$ cat src/rtl/control_sequencer_if.sv
// Avalon-style bus port between the sequencer and the memory interconnect.
interface control_sequencer_if;
    logic       read;
    logic       write;
    logic [3:0] byteenable;
    logic [4:0] write_data_sel;
    logic       waitrequest;

    modport master (output read, write, byteenable, write_data_sel, input waitrequest);
    modport slave  (input read, write, byteenable, write_data_sel, output waitrequest);
endinterface

$ cat src/rtl/control_sequencer.sv
// Multicycle sequencer for mips_cpu_bus: FETCH/DECODE/MEM/EXEC with bus stalls,
// mult/div wait, timeout and misalignment halting.
module control_sequencer #(
    parameter int MULDIV_CYCLES = 4,
    parameter int WAIT_LIMIT    = 0
) (
    input  logic                 clk,
    input  logic                 reset_n,
    input  logic [5:0]           opcode,
    input  logic [5:0]           function_code,
    input  logic [1:0]           byte_addressing,
    input  logic                 halt_req,
    control_sequencer_if.master  bus,
    output logic [2:0]           state,
    output logic                 ir_wren,
    output logic                 pc_wren,
    output logic                 reg_write_enable,
    output logic                 hi_wren,
    output logic                 lo_wren,
    output logic                 muldiv_start,
    output logic                 active,
    output logic                 bus_error
);
    typedef enum logic [2:0] {
        FETCH = 3'd0, DECODE = 3'd1, MEM = 3'd2, EXEC = 3'd3, MDWAIT = 3'd4, HALT = 3'd5
    } state_e;

    localparam int TW = (WAIT_LIMIT > 0) ? $clog2(WAIT_LIMIT + 1) : 1;
    localparam logic [5:0] MD_LOAD = (MULDIV_CYCLES > 1) ? 6'(MULDIV_CYCLES - 2) : 6'd0;

    state_e        cur, nxt;
    logic [TW-1:0] wait_cnt;
    logic [5:0]    md_cnt;

    logic rd, wr, ir, pc, rwe, hw, lw, ms, err_set;
    logic [3:0] be;
    logic [4:0] sel;

    // Instruction classes
    logic rtype, is_load, is_store, is_muldiv, is_mthi, is_mtlo, is_regw, misalign;
    always_comb begin
        rtype     = (opcode == 6'd0);
        is_load   = (opcode >= 6'd32) && (opcode <= 6'd38);
        is_store  = (opcode == 6'd40) || (opcode == 6'd41) || (opcode == 6'd43);
        is_muldiv = rtype && (function_code >= 6'd24) && (function_code <= 6'd27);
        is_mthi   = rtype && (function_code == 6'd17);
        is_mtlo   = rtype && (function_code == 6'd19);
        is_regw   = (rtype && !(function_code == 6'd8) && !is_mthi && !is_mtlo && !is_muldiv)
                  || (opcode == 6'd3) || ((opcode >= 6'd9) && (opcode <= 6'd15)) || is_load;
        // LWL/LWR (34/38) merge partial words and are never misaligned
        misalign  = (((opcode == 6'd33) || (opcode == 6'd37) || (opcode == 6'd41)) && byte_addressing[0])
                  || (((opcode == 6'd35) || (opcode == 6'd43)) && (byte_addressing != 2'd0));
    end

    logic timeout;
    assign timeout = (WAIT_LIMIT != 0) && (wait_cnt == TW'(WAIT_LIMIT));

    always_ff @(posedge clk or negedge reset_n) begin
        if (!reset_n) begin
            cur       <= FETCH;
            wait_cnt  <= '0;
            md_cnt    <= '0;
            bus_error <= 1'b0;
        end else begin
            cur <= nxt;
            if ((rd || wr) && bus.waitrequest) wait_cnt <= wait_cnt + 1'b1;
            else                               wait_cnt <= '0;
            if (cur == MEM && nxt == MDWAIT) md_cnt <= MD_LOAD;
            else if (cur == MDWAIT)          md_cnt <= md_cnt - 6'd1;
            if (err_set) bus_error <= 1'b1;
        end
    end

    always_comb begin
        nxt = cur; rd = 1'b0; wr = 1'b0; be = 4'hF; sel = 5'd0;
        ir = 1'b0; pc = 1'b0; rwe = 1'b0; hw = 1'b0; lw = 1'b0; ms = 1'b0; err_set = 1'b0;
        case (cur)
            FETCH: begin
                rd = 1'b1;
                if (!bus.waitrequest) nxt = DECODE;
                else if (timeout) begin nxt = HALT; err_set = 1'b1; end
            end
            DECODE: begin
                ir  = 1'b1;
                nxt = MEM;
            end
            MEM: begin
                if (misalign) begin
                    err_set = 1'b1;
                    nxt     = HALT;
                end else if (is_load || is_store) begin
                    rd = is_load;
                    wr = is_store;
                    if (opcode == 6'd40) begin
                        be  = 4'b0001 << byte_addressing;
                        sel = 5'd1 + 5'(byte_addressing);
                    end else if (opcode == 6'd41) begin
                        be  = byte_addressing[1] ? 4'b1100 : 4'b0011;
                        sel = byte_addressing[1] ? 5'd6 : 5'd5;
                    end
                    if (!bus.waitrequest) nxt = EXEC;
                    else if (timeout) begin nxt = HALT; err_set = 1'b1; end
                end else if (is_muldiv) begin
                    ms  = 1'b1;
                    nxt = (MULDIV_CYCLES > 1) ? MDWAIT : EXEC;
                end else begin
                    nxt = EXEC;
                end
            end
            MDWAIT: if (md_cnt == 6'd0) nxt = EXEC;
            EXEC: begin
                pc  = 1'b1;
                rwe = is_regw;
                hw  = is_mthi || is_muldiv;
                lw  = is_mtlo || is_muldiv;
                nxt = halt_req ? HALT : FETCH;
            end
            HALT:    nxt = HALT;
            default: nxt = HALT;
        endcase
    end

    // Strobes are gated by reset so they drop immediately, even mid-access
    assign bus.read           = rd  && reset_n;
    assign bus.write          = wr  && reset_n;
    assign bus.byteenable     = reset_n ? be : 4'hF;
    assign bus.write_data_sel = reset_n ? sel : 5'd0;
    assign ir_wren            = ir  && reset_n;
    assign pc_wren            = pc  && reset_n;
    assign reg_write_enable   = rwe && reset_n;
    assign hi_wren            = hw  && reset_n;
    assign lo_wren            = lw  && reset_n;
    assign muldiv_start       = ms  && reset_n;
    assign active             = reset_n && (cur != HALT);
    assign state              = cur;
endmodule

$ cat src/flat_wrapper.sv
// flat-port wrapper written by rule: the top's interface ports become plain ports
module control_sequencer_flat 
#(
    parameter int MULDIV_CYCLES = 4,
    parameter int WAIT_LIMIT    = 0
)
  (clk, reset_n, opcode, function_code, byte_addressing, halt_req, state, ir_wren, pc_wren, reg_write_enable, hi_wren, lo_wren, muldiv_start, active, bus_error, bus_read, bus_write, bus_byteenable, bus_write_data_sel, bus_waitrequest);
  control_sequencer_if bus_i ();
  input  logic clk;
  input  logic reset_n;
  input  logic [5:0] opcode;
  input  logic [5:0] function_code;
  input  logic [1:0] byte_addressing;
  input  logic halt_req;
  output logic [2:0] state;
  output logic ir_wren;
  output logic pc_wren;
  output logic reg_write_enable;
  output logic hi_wren;
  output logic lo_wren;
  output logic muldiv_start;
  output logic active;
  output logic bus_error;
  output wire logic [$bits(bus_i.read)-1:0] bus_read;
  output wire logic [$bits(bus_i.write)-1:0] bus_write;
  output wire logic [$bits(bus_i.byteenable)-1:0] bus_byteenable;
  output wire logic [$bits(bus_i.write_data_sel)-1:0] bus_write_data_sel;
  input wire logic [$bits(bus_i.waitrequest)-1:0] bus_waitrequest;
  assign bus_read = bus_i.read;
  assign bus_write = bus_i.write;
  assign bus_byteenable = bus_i.byteenable;
  assign bus_write_data_sel = bus_i.write_data_sel;
  assign bus_i.waitrequest = bus_waitrequest;
  control_sequencer #(.MULDIV_CYCLES(MULDIV_CYCLES), .WAIT_LIMIT(WAIT_LIMIT)) u_core (.clk(clk), .reset_n(reset_n), .opcode(opcode), .function_code(function_code), .byte_addressing(byte_addressing), .halt_req(halt_req), .bus(bus_i), .state(state), .ir_wren(ir_wren), .pc_wren(pc_wren), .reg_write_enable(reg_write_enable), .hi_wren(hi_wren), .lo_wren(lo_wren), .muldiv_start(muldiv_start), .active(active), .bus_error(bus_error));
endmodule
$ cat config.mk
export PLATFORM = sky130hd
export DESIGN_NAME = control_sequencer_flat
export DESIGN_NICKNAME = d
export VERILOG_FILES = /design/src/rtl/control_sequencer_if.sv /design/src/rtl/control_sequencer.sv /design/src/flat_wrapper.sv
export SDC_FILE = /design/constraint.sdc
export NUM_CORES = 1
export LEC_CHECK = 0
export CAP_MARGIN = 5
export CORE_MARGIN = 2
export CORE_UTILIZATION = 35
export CTS_BUF_LIST = sky130_fd_sc_hd__clkbuf_8
export CTS_CLUSTER_SIZE = 40
export DETAILED_ROUTE_END_ITERATION = 6
export GPL_ROUTABILITY_DRIVEN = 0
export GPL_TIMING_DRIVEN = 0
export PLACE_DENSITY = 0.67
export REMOVE_ABC_BUFFERS = 1
export SLEW_MARGIN = 20
export SYNTH_ARGS = -nofsm -noshare
export SYNTH_HDL_FRONTEND = slang
export SYNTH_SLANG_ARGS = --single-unit
$ cat constraint.sdc
create_clock -name clk -period 3.26 [get_ports clk]
set_input_delay 0.652 -clock clk [delete_from_list [all_inputs] [get_ports clk]]
set_output_delay 0.652 -clock clk [all_outputs]
set_load 0.05 [all_outputs]
======== Word level (Yosys, flattened, before mapping) ========
Cells that the tools add are included.
cells by class
  add/subtract/negate cells ............... 2
  $mul .................................... 0
  divide/modulo/power cells ............... 0
  $lt $le $gt $ge ......................... 6
  eq/ne operators ......................... 16
  shift-type cells ........................ 1
  muxes and demuxes ....................... 41
  bitwise logic cells ..................... 0
  reductions and logical operators ........ 43
operator list
  kind                                                                number
  equality test 6 bit (second input constant)                         6
  2-to-1 mux 5 bit                                                    6
  2-to-1 mux 4 bit                                                    7
  logical AND 1 bit                                                   22
  2-to-1 mux 3 bit                                                    7
  2-to-1 mux 1 bit                                                    16
  case mux 3 bit (5 select lines)                                     1
  equality test 6 x 5 -> 1 bit (second input constant)                2
  zero test 6 bit                                                     2
  logical OR 1 bit                                                    12
  2-to-1 mux 6 bit                                                    2
  equality test 3 x 2 -> 1 bit (second input constant)                2
  equality test 3 bit (second input constant)                         2
  equality test 6 x 2 -> 1 bit (second input constant)                1
  equality test 6 x 4 -> 1 bit (second input constant)                1
  greater-or-equal comparator 6 x 4 -> 1 bit (second input constant)  1
  greater-or-equal comparator 6 x 5 -> 1 bit (second input constant)  1
  greater-or-equal comparator 6 bit (second input constant)           1
  less-or-equal comparator 6 x 4 -> 1 bit (second input constant)     1
  less-or-equal comparator 6 x 5 -> 1 bit (second input constant)     1
  less-or-equal comparator 6 bit (second input constant)              1
  subtractor 6 x 1 -> 6 bit (second input constant)                   1
  zero test 1 bit                                                     4
  nonzero test 2 bit                                                  2
  other kinds (7)                                                     7
storage, ports and cells
  register bits ........................... 10
  latch bits .............................. 0
  bits in writable memories ............... 0
  memory bits (read-only) ................. 0
  input bits .............................. 18
  output and inout bits ................... 22
  logic and storage cells ................. 112
  memories ................................ 0

======== Depth between registers and ports, before layout ========
  depth in word-level cells ............... 11
  mapped depth ............................ 5
  gate-level depth less buffers ........... 5

======== Least setup slack after synthesis ========
No wires, ideal clock.
  path kind ............................... input -> output
  start point ............................. input opcode[1]
  end point ............................... output reg_write_enable
  data arrival time ....................... 2.781 ns
  data required time ...................... 2.608 ns
  path slack .............................. -0.173 ns
  cell stages on the path ................. 5
  buffers on the path ..................... 1
  cell sequence ........................... clkbuf_1 > a31oi_1 > nand2_1 > o21a_1 > o41ai_1
on the way
  cells in the longest elaborated chain, start to end .. 11
  elaborated cells on any way between the ends .. 24
  classes of those cells .................. order compare (4); eq/ne (1); mux (1); reduce/logical (18)
ends and longest elaborated chain
  element                                                                                             RTL line                  RTL
  start, declared                                                                                     flat_wrapper.sv:11        input logic [5:0] opcode;
  parallel branches: the longest is 8 deep, another holds greater-or-equal comparator 6 x 4 -> 1 bit  n/a
  logical OR 1 bit *                                                                                  control_sequencer.sv:49   || (opcode == 6'd3) || ((opcode >= 6'd9) && (opcode <= 6'd15)) || is_load;
  2-to-1 mux 1 bit *                                                                                  control_sequencer.sv:77   case (cur)
  logical AND 1 bit *                                                                                 control_sequencer.sv:130  assign reg_write_enable = rwe && reset_n;
  end, declared                                                                                       flat_wrapper.sv:18        output logic reg_write_enable;
Every way passes the cells marked *.

======== Worst setup path in the final report ========
  start point ............................. input byte_addressing[1]
  end point ............................... output bus_read
on the way
  cells in the longest elaborated chain, start to end .. 6
ends and longest elaborated chain
  element                          RTL line                  RTL
  start, declared                  flat_wrapper.sv:13        input logic [1:0] byte_addressing;
  nonzero test 2 bit               control_sequencer.sv:52   || (((opcode == 6'd35) || (opcode == 6'd43)) && (byte_addressing != 2'd0));
  logical AND 1 bit                control_sequencer.sv:52
  logical OR 1 bit                 control_sequencer.sv:52
  2-to-1 mux 1 bit                 control_sequencer.sv:88   if (misalign) begin
  case mux 1 bit (2 select lines)  control_sequencer.sv:77
  logical AND 1 bit                control_sequencer.sv:124  assign bus.read = rd && reset_n;
  end, declared                    flat_wrapper.sv:24        output wire logic [$bits(bus_i.read)-1:0] bus_read;
No other way between the ends.

==> metrics.txt <==
# TYPE chip_impl_metric gauge
chip_impl_info{name="run_status",value="completed"} 1
chip_impl_metric{name="detail_route.wl_per_cell",unit="um"} 13.89
chip_impl_metric{name="wl",unit="um"} 2723
chip_impl_metric{name="cp_data_arrival_time",unit="ps"} 2520
chip_impl_metric{name="antenna_found_initial",unit=""} 0
chip_impl_metric{name="synth-seq-cells",unit=""} 10
chip_impl_info{name="cp_cell_sequence",value="clkdlybuf4s50_1 > inv_1 > ha_1 > nand4b_1 > buf_4 > nand4_1 > a21oi_1 > clkdlybuf4s15_2"} 1
chip_impl_info{name="combinational_family_with_the_most_area_after_synthesis",value="simple AND/OR/NAND/NOR gates"} 1
chip_impl_metric{name="cp.required",unit="ps"} 2610
chip_impl_info{name="synth_common_cells",value="sky130_fd_sc_hd__nor2_1 (14), sky130_fd_sc_hd__inv_1 (11), sky130_fd_sc_hd__dfrtp_1 (10), sky130_fd_sc_hd__a21oi_1 (9)"} 1
chip_impl_metric{name="placementRows",unit=""} 19
chip_impl_info{name="critPathKind",value="input pin to output pin"} 1
chip_impl_metric{name="fraction_of_the_mapped_netlist_area_in_compound_gates",unit=""} 0.2072
chip_impl_metric{name="cts.htree.levels",unit=""} 1
chip_impl_metric{name="worst_ir_drop_vdd",unit="mV"} 0.2239
chip_impl_info{name="most_frequently_used_flop_master_after_synthesis",value="sky130_fd_sc_hd__dfrtp_1"} 1
chip_impl_metric{name="post-route-min-period",unit="ps"} 3172
chip_impl_metric{name="yosysTopAreaCellShare",unit=""} 0.2558
chip_impl_metric{name="worst_slew_margin_rel",unit=""} 0.6662
chip_impl_metric{name="yosys.area_share.adder",unit=""} 0.07673
chip_impl_metric{name="gr-total-overflow",unit=""} 0
chip_impl_metric{name="post_route_cell_area",unit="um^2"} 1445
chip_impl_metric{name="cts.sink_count",unit=""} 10
chip_impl_metric{name="ys_async_sr_fraction",unit=""} 1.000
chip_impl_metric{name="report.final.slew_viol_count",unit=""} 0
chip_impl_metric{name="leakage",unit="nW"} 0.6152
chip_impl_metric{name="synth_xor_area_frac",unit=""} 0.03581
chip_impl_metric{name="yosysUniqueCellTypes",unit=""} 42
chip_impl_metric{name="reg2reg_depth",unit=""} 4
chip_impl_metric{name="grt_max_degree",unit=""} 15
chip_impl_metric{name="multi_input_comb_area",unit="um^2"} 660.6
chip_impl_metric{name="die_width",unit="um"} 56.87
chip_impl_metric{name="preCtsSetupSlack",unit="ps"} -701.1
chip_impl_metric{name="placed_standard_cell_area",unit="um^2"} 1356
chip_impl_metric{name="grt_first_pass_wirelength",unit="um"} 4485
chip_impl_metric{name="antenna_cells_inserted",unit=""} 0
chip_impl_info{name="cp_top_family",value="buffers and inverters"} 1
chip_impl_info{name="slowest_stage",value="sky130_fd_sc_hd__clkdlybuf4s50_1"} 1
chip_impl_metric{name="overall_global_routing_usage",unit=""} 0.1707
chip_impl_metric{name="drc",unit=""} 0
chip_impl_info{name="synth_area_leaders",value="sky130_fd_sc_hd__dfrtp_1 (26%), sky130_fd_sc_hd__ha_1 (7.7%), sky130_fd_sc_hd__nor2_1 (5.4%), sky130_fd_sc_hd__a21oi_1 (4.6%), sky130_fd_sc_hd__a21o_1 (4.6%)"} 1
chip_impl_metric{name="sequential_cell_area",unit="um^2"} 250.2
chip_impl_info{name="crit_path_end_kind",value="output pin"} 1
chip_impl_metric{name="total_i_o_pin_count",unit=""} 40
chip_impl_metric{name="hold_violations",unit=""} 0
chip_impl_metric{name="clock_path_buffers",unit=""} 2
chip_impl_metric{name="final-setup-viol-count",unit=""} 0
chip_impl_metric{name="power_density",unit="nW/um^2"} 235.8
chip_impl_metric{name="initial_utilization",unit=""} 0.3610
chip_impl_metric{name="dr.pass1.iters",unit=""} 4
chip_impl_metric{name="cp.buffers_inverters",unit=""} 4
chip_impl_info{name="cp-start-kind",value="input pin"} 1
chip_impl_metric{name="number_of_flops_mapped_to_enable_cells_by_yosys",unit=""} 0
chip_impl_metric{name="numPortBuffers",unit=""} 37
chip_impl_metric{name="max_stage_delay",unit="ps"} 550
chip_impl_metric{name="fin_setup_tns",unit="ps"} 0
chip_impl_metric{name="dp_hpwl",unit="um"} 2048
chip_impl_metric{name="max_cap_violations",unit=""} 0
chip_impl_metric{name="crit_cells",unit=""} 8
chip_impl_metric{name="total_power",unit="uW"} 340.8
chip_impl_metric{name="crit_path_max_fanout",unit=""} 4
chip_impl_info{name="min_path_type",value="input pin to asynchronous set/reset pin"} 1
chip_impl_metric{name="synth-seq-area-share",unit=""} 0.2558
chip_impl_metric{name="post_synth_instance_area",unit="um^2"} 978.4
chip_impl_info{name="yosys.cell_count.top_type",value="sky130_fd_sc_hd__nor2_1"} 1
chip_impl_metric{name="maxClockFrequency",unit="MHz"} 315.3
chip_impl_info{name="tritoncts",value="done"} 1
chip_impl_metric{name="drc_marker_count_from_the_first_detailed_route_iteration",unit=""} 40
chip_impl_metric{name="tritoncts.num_buffers",unit=""} 3
chip_impl_metric{name="die_h",unit="um"} 56.87
chip_impl_metric{name="timing.final.ws_setup",unit="ps"} 88.12
chip_impl_metric{name="post_synth_mux_area_share",unit=""} 0.01023
chip_impl_metric{name="skew",unit="ps"} 2.039
chip_impl_metric{name="route.antenna.remaining_nets",unit=""} 0
chip_impl_metric{name="fillers",unit=""} 272
chip_impl_metric{name="netlist_instances",unit=""} 126
chip_impl_metric{name="layout-area-overhead-vs-synth",unit="%"} 47.70
chip_impl_metric{name="vias",unit=""} 1088
chip_impl_metric{name="worst_skew_pair.late_latency",unit="ps"} 230
chip_impl_info{name="cts.root.buffer_cell",value="sky130_fd_sc_hd__clkbuf_8"} 1
chip_impl_metric{name="layout.nets",unit=""} 190
chip_impl_metric{name="yosys_warnings",unit=""} 0
chip_impl_info{name="post-synth-top-area-cell",value="sky130_fd_sc_hd__dfrtp_1"} 1
chip_impl_metric{name="coreArea",unit="um^2"} 2710
chip_impl_metric{name="first_global_vias",unit=""} 1046
chip_impl_metric{name="timing.final.crit_share",unit=""} 0.9730
chip_impl_metric{name="design.die.area",unit="um^2"} 3234
chip_impl_metric{name="synthSimpleGateAreaFrac",unit=""} 0.3325
chip_impl_metric{name="worst-slew-pin-transition",unit="ps"} 499.1
chip_impl_metric{name="holdBufCountCts",unit=""} 0
chip_impl_metric{name="worst_setup_hold_path_clk_slew",unit="ps"} 50
chip_impl_metric{name="syn-mean-instance-area",unit="um^2"} 7.765
chip_impl_metric{name="share_of_layout_cells_above_drive_strength_1",unit=""} 0.1394
chip_impl_metric{name="via_per_inst",unit=""} 5.551
[metal layers]
layer	part of all wire	track usage	vias up	routed length, um
met5	0	0	-	0
met4	0.0077	0.04983	0	21
met3	0.057	0.02535	4	154
met2	0.49	0.2957	36	1329
met1	0.45	0.2183	517	1217
li1	-	-	531	-
[metrics by stage]
stage          hold slack, ps  instances  utilization
2_1_floorplan           356.4        121            -
3_3_place_gp            456.2        189       0.5005
3_5_place_dp            464.6        189       0.5005
4_1_cts                 411.0        193       0.5235
5_1_grt                 425.6        196       0.5332
6_report                400.1        196       0.5332
[repair_timing]
action                     in CTS  in global routing
setup endpoints to repair      15                 11
resized for setup              38                  3
pin swaps                       0                  1
setup buffers                   0                  3
gates cloned                    0                  0
[where the power goes]
group	switching [mW]	leakage [nW]	internal (mW)	total, mW
Combinational	0.0324	0.489	0.0285	0.0609
Sequential	0.000218	0.0978	0.125	0.125
Clock	0.0487	0.0288	0.106	0.155
Total	0.0813	0.615	0.259	0.341
[cells by family (layout without fill, tap and decap cells)]
family,count (synthesis),count (layout)
compound gates,30,30
xor+xnor,4,4
fa+ha+maj,6,6
buf+inv,17,55
flops,10,10
mux,1,1
other cells,1,2
simple gates,57,57
[final cells by class]
class | count | area share
Inverter | 11 | 0.02857
Multi-Input combinational cell | 100 | 0.4571
Timing Repair Buffer | 40 | 0.2762
Sequential cell | 10 | 0.1732
Tap cell | 31 | 0.02684
Clock buffer | 4 | 0.03810
[path summary, 6_finish.rpt]
check | from | to | slack [ps]
worst max-delay path | byte_addressing[1] | bus_read | 90
worst min-delay path | reset_n | u_core.md_cnt[5] | 400
worst max register to register | u_core.state[2] | u_core.md_cnt[4] | 1660
worst min register to register | u_core.bus_error | u_core.bus_error | 470
max in group asynchronous | reset_n | u_core.bus_error | 2610
min in group clk | u_core.bus_error | u_core.bus_error | 470
[state kept, by name (all words and copies together) (netlist names)]
name	count
u_core.state	3
u_core.md_cnt	6
u_core.bus_error	1
[cell usage in the layout, fill, tap and decap left out, types with 2 or more instances in the layout]
| cell type | n |
|---|---|
| sky130_fd_sc_hd__dfrtp_1 | 10 |
| sky130_fd_sc_hd__ha_1 | 6 |
| sky130_fd_sc_hd__o221ai_1 | 2 |
| sky130_fd_sc_hd__nor2b_1 | 3 |
| sky130_fd_sc_hd__xnor2_1 | 2 |
| sky130_fd_sc_hd__a21o_1 | 6 |
| sky130_fd_sc_hd__nor2_1 | 14 |
| sky130_fd_sc_hd__inv_1 | 11 |
| sky130_fd_sc_hd__clkdlybuf4s50_1 | 22 |
| sky130_fd_sc_hd__nor3_1 | 3 |
| sky130_fd_sc_hd__xor2_1 | 2 |
| sky130_fd_sc_hd__conb_1 | 2 |
| sky130_fd_sc_hd__nand4_1 | 7 |
| sky130_fd_sc_hd__a21oi_1 | 9 |
| sky130_fd_sc_hd__nand2_1 | 7 |
| sky130_fd_sc_hd__clkdlybuf4s15_2 | 10 |
| sky130_fd_sc_hd__o21ai_0 | 3 |
| sky130_fd_sc_hd__clkbuf_8 | 4 |
| sky130_fd_sc_hd__o21a_1 | 2 |
| sky130_fd_sc_hd__nand3_1 | 6 |
| sky130_fd_sc_hd__buf_4 | 3 |
| sky130_fd_sc_hd__nand3b_1 | 2 |
| sky130_fd_sc_hd__nor4_1 | 3 |
| sky130_fd_sc_hd__dlygate4sd2_1 | 3 |
Note: power is estimated with default switching activity, not from simulation.
==> patch 1 (same settings) <==
Register the output `bus_error` once more, cleared by the reset; this adds one clock of latency there. The other outputs are not delayed to match.
--- a/src/rtl/control_sequencer.sv
+++ b/src/rtl/control_sequencer.sv
@@ -29,2 +29,4 @@
     localparam logic [5:0] MD_LOAD = (MULDIV_CYCLES > 1) ? 6'(MULDIV_CYCLES - 2) : 6'd0;
+
+    logic bus_error_s0;
 
@@ -62,3 +64,3 @@
             md_cnt    <= '0;
-            bus_error <= 1'b0;
+            bus_error_s0 <= 1'b0;
         end else begin
@@ -69,3 +71,3 @@
             else if (cur == MDWAIT)          md_cnt <= md_cnt - 6'd1;
-            if (err_set) bus_error <= 1'b1;
+            if (err_set) bus_error_s0 <= 1'b1;
         end
@@ -135,2 +137,10 @@
     assign state              = cur;
+    always_ff @(posedge clk or negedge reset_n) begin
+        if (!reset_n) begin
+            bus_error <= '0;
+        end else begin
+            bus_error <= bus_error_s0;
+        end
+    end
+
 endmodule
Check against the original RTL: not equivalent (a bounded check fails within 4 cycles, from zero or initial values and one cycle with reset_n low).
==> patch 1 against the unedited design <==
The run now ends with design-rule violations left; area after synthesis up 7.5%; maximum frequency up 1.5%; design area up 0.17%; worst setup slack better by 0.046 ns; wire length down 1.5%; sequential cell count up 1; critical endpoint is now bus_write_data_sel[1].
Power is not compared: it rests on default switching activity, and its combinational part moved more than twofold at a synthesized area within 25%.
==> patch 1: results (changes against the unedited design) <==
stage,metric,value,unit,change
route,met3 wire length,152,um,was 154 um
critical_path,CP max FO,7,,was 4
layout,area of the multi-input gates,712,um^2,was 661 um^2
synth,post-synth top area share,26.2,%,was 25.6%
layout,fin cells,197,,was 196
route,Metal-1 WL,1.17,mm,was 1.22 mm
place,placed inst area,1410,um^2,was 1360 um^2
synth,Synth top cells by count,"14 x nand2_1, 11 x dfrtp_1, 11 x nor2_1",,"was 14 x nor2_1, 11 x inv_1, 10 x dfrtp_1"
place,dpl cells,193,,was 189
synth,Post-Synth XOR/XNOR Area,2.50,%,was 3.58%
place,Final HPWL DP,2.04,mm,was 2.05 mm
grt,vias in the first global route,1029,,was 1046
place,I/O Buffers,37,,unchanged
clock_network,H-tree depth,1,,unchanged
synth,Synth Area in Compound Gates,23.5,%,was 20.7%
status,failing checks,design-rule violations,,
synth,synth unique cells,49,,was 42
grt,first-pass GRT wire length,4.59,mm,was 4.49 mm
route,1st-iter DRT viols,66,,was 40
layout,Largest register FFs,6,,unchanged
grt,antenna violations before repair,0,,unchanged
synth,post-synthesis adder-cell area fraction,7.13,%,was 7.67%
route,Post-route DRC,3,,was 0
route,Routed WL,2.68,mm,was 2.72 mm
grt,GR Util All Layers,17.1,%,about the same
grt,largest net degree at the start of global routing,16,,was 15
synth,sequential area share after synthesis,26.2,%,was 25.6%
route,met2 wire len,1.33,mm,about the same
status,status,finished with violations,,"was finished, final reports clean"
route,drt pass-1 iters,6,,was 4
synth,Synth area leaders,"dfrtp_1 26%, ha_1 7.1%, nand2_1 5.0%",,"was dfrtp_1 26%, ha_1 7.7%, nor2_1 5.4%"
synth,Syn Area/Cell,7.97,um^2,was 7.77 um^2
layout,share of post-route cells with drive strength above 1,16.9,%,was 13.9%
synth,post-synthesis mux area share,0,%,was 1.02%
min_path,Worst Hold Class,primary input to async pin,,unchanged
layout,Fill cells,277,,was 272
sta,clk_skew,0.00121,ns,was 0.00204 ns
route,vias per cell,5.48,,was 5.55
place,Setup WS pre-CTS,-0.831,ns,was -0.701 ns
## patch 1: cell types whose count changed after synthesis, sizes merged, moves of 2 or more
cell / delta
a21boi: +2
a21o: -5
a21oi: -2
buf: +2
nand2: +6
nand3: -3
nand4: -5
nor2: -2
nor3b: +2
o21ai: +4
## patch 1: final cells by class
class | instances | share of cell area (%)
clock buffer | 3 | 2.85
clock inverter | 1 | 0.346
inverter | 10 | 2.59
multi-input combinational | 104 | 49.2
sequential | 11 | 19.0
tap | 31 | 2.68
timing repair buffer | 37 | 23.3
## patch 1: timing repair
action                                  4_1_cts  5_1_grt
endpoints found under the setup margin       16       13
pin swaps                                     1        1
gates cloned                                  0        0
endpoints found under the hold margin         0        0
resized for setup                            50       22
## patch 1: worst max-delay path, cell delays in order
cell and delay [ns]:
clkdlybuf4s50_1 0.47, inv_1 0.10, ha_1 0.17, and2_1 0.19
nor3_2 0.08, nor4_4 0.38, a21boi_2 0.23, buf_4 0.21
## patch 1: worst paths after layout
check | start | endpoint | slack, ns | cells after the start
setup / recovery | byte_addressing[1] | bus_write_data_sel[1] | 0.13 | 8
hold / removal | reset_n | u_core.md_cnt[2] | 0.31 | 1
setup reg to reg | u_core.state[2] | u_core.md_cnt[4] | 1.60 | 4
hold reg to reg | u_core.bus_error_s0 | u_core.bus_error | 0.39 | 0
max in group asynchronous | reset_n | u_core.bus_error_s0 | 2.69 | 1
min in group clk | u_core.bus_error_s0 | u_core.bus_error | 0.39 | 0
## patch 1: metal layers
layer,global-route usage (%),vias up
met5,0,-
met4,7.79,0
met3,3.08,4
met2,28.4,30
met1,21.3,503
li1,-,543
## patch 1: power breakdown
group	internal [W]	switching, W
sequential	0.000193	0.0000899
combinational	0.000178	0.000275
clock	0.0000843	0.0000561
==> patch 2 (same flow settings) <==
Without the edit above. Reset style: synchronous (`reset_n`), changed in one clocked block.
--- a/src/rtl/control_sequencer.sv
+++ b/src/rtl/control_sequencer.sv
@@ -57,3 +57,3 @@
 
-    always_ff @(posedge clk or negedge reset_n) begin
+    always_ff @(posedge clk) begin
         if (!reset_n) begin
Function: differs if reset_n is asserted again (counterexample within 4 cycles, from zero or initial values and one cycle with reset_n low); with reset_n held inactive, the same outputs for 10 cycles.
==> patch 2 against the unedited design <==
Die area down 0.35%; design area decreased by 1.6%; sequential share of layout area is 3.2 points lower; first-iteration DRC count fell by 40%; sequential cell count unchanged; area after synthesis decreased by 0.38%; wire length decreased by 1.5%; largest cell class unchanged; hold slack gained 0.067 ns; worst setup slack got worse by 0.0083 ns.
Power is not compared: it rests on default switching activity, and its combinational part moved more than twofold at a synthesized area within 25%.
==> patch 2: results (changes against the unedited design) <==
stage,metric,value,unit,change
status,status,"finished, final reports clean",,unchanged
place,placed inst area,1330,um^2,was 1360 um^2
critical_path,crit path from,opcode[3],,was byte_addressing[1]
critical_path,CP max FO,6,,was 4
synth,Syn Area/Cell,7.44,um^2,was 7.77 um^2
layout,Non-clock inverters,10,,was 11
grt,GR Util All Layers,16.2,%,was 17.1%
layout,non-clk buf share,25.3,%,was 27.6%
critical_path,R2R setup slack,1.20,ns,was 1.66 ns
place,Final HPWL DP,2.05,mm,about the same
route,vias per cell,5.52,,was 5.55
layout,fin cells,198,,was 196
critical_path,slowest CP cell,or4_4,,was clkdlybuf4s50_1
grt,met1 Resource Use GR,20.9,%,was 21.8%
layout,area of the multi-input gates,744,um^2,was 661 um^2
sta,relative slew slack,64.5,%,was 66.6%
synth,Synth top cells by count,"19 x nor2_1, 10 x dfxtp_1, 10 x inv_1",,"was 14 x nor2_1, 11 x inv_1, 10 x dfrtp_1"
synth,sequential area share after synthesis,20.5,%,was 25.6%
critical_path,Worst Path Arrival,2.53,ns,was 2.52 ns
layout,share of post-route cells with drive strength above 1,19.8,%,was 13.9%
critical_path,FF-to-FF End,u_core.md_cnt[5],,was u_core.md_cnt[4]
layout,Final Net Count,193,,was 190
critical_path,Reg2Reg Depth,5,,was 4
route,1st-iter DRT viols,24,,was 40
grt,vias in the first global route,974,,was 1046
min_path,Worst Hold Class,flop to flop,,was primary input to async pin
layout,Register Area,200,um^2,was 250 um^2
place,Setup WS pre-CTS,-0.922,ns,was -0.701 ns
-- patch 2: cell types whose count changed after synthesis, sizes merged, moves of 2 or more --
cell	change
a2111oi	+3
a221oi	+2
buf	+3
dfrtp	-10
dfxtp	+10
nand4	-4
nor2	+5
nor2b	-2
nor4	+2
o211ai	+2
-- patch 2: what timing repair did --
item / CTS / global route
hold buffers: 0 / 0
pin swaps: 0 / 2
hold endpoints to repair: 0 / 0
setup buffers: 2 / 2
gates resized for setup: 76 / 17
endpoints found under the setup margin: 14 / 12
-- patch 2: logic make-up (layout without fill, tap and decap cells) --
kind of cell | count (synthesis) | after routing | share of synthesized area [%]
XOR/XNOR | 5 | 5 | 4.49
other | 1 | 2 | 0.385
buffers and inverters | 19 | 54 | 10.0
flip-flops | 10 | 10 | 20.5
AND/OR/NAND/NOR | 55 | 55 | 30.7
adder cells (fa/ha/maj) | 6 | 6 | 7.70
AO/OA/AOI/OAI | 35 | 35 | 26.2
-- patch 2: power breakdown --
group	internal [W]	leakage (nW)	switching [W]	total (W)
Clock	0.0000801	0.0216	0.0000409	0.000121
Sequential	0.000130	0.0810	0.0000155	0.000145
Combinational	0.0000619	0.497	0.000103	0.000165
-- patch 2: routing by layer --
| metal | part of all wire, % | wire (um) |
|---|---|---|
| met3 | 4.4 | 117 |
| met4 | 0.71 | 19 |
| met1 | 46 | 1230 |
| met2 | 49 | 1310 |
| met5 | 0 | 0 |
-- patch 2: worst max-delay path by stage --
stage | endpoint | slack [ns] | depth (start not counted)
after floorplan | bus_read | -1.29 | 6
after global placement | bus_read | -0.92 | 8
after detailed placement | bus_read | -0.92 | 8
after CTS | bus_write_data_sel[0] | -0.1 | 7
after global routing | lo_wren | -0.03 | 6
final | lo_wren | 0.08 | 6
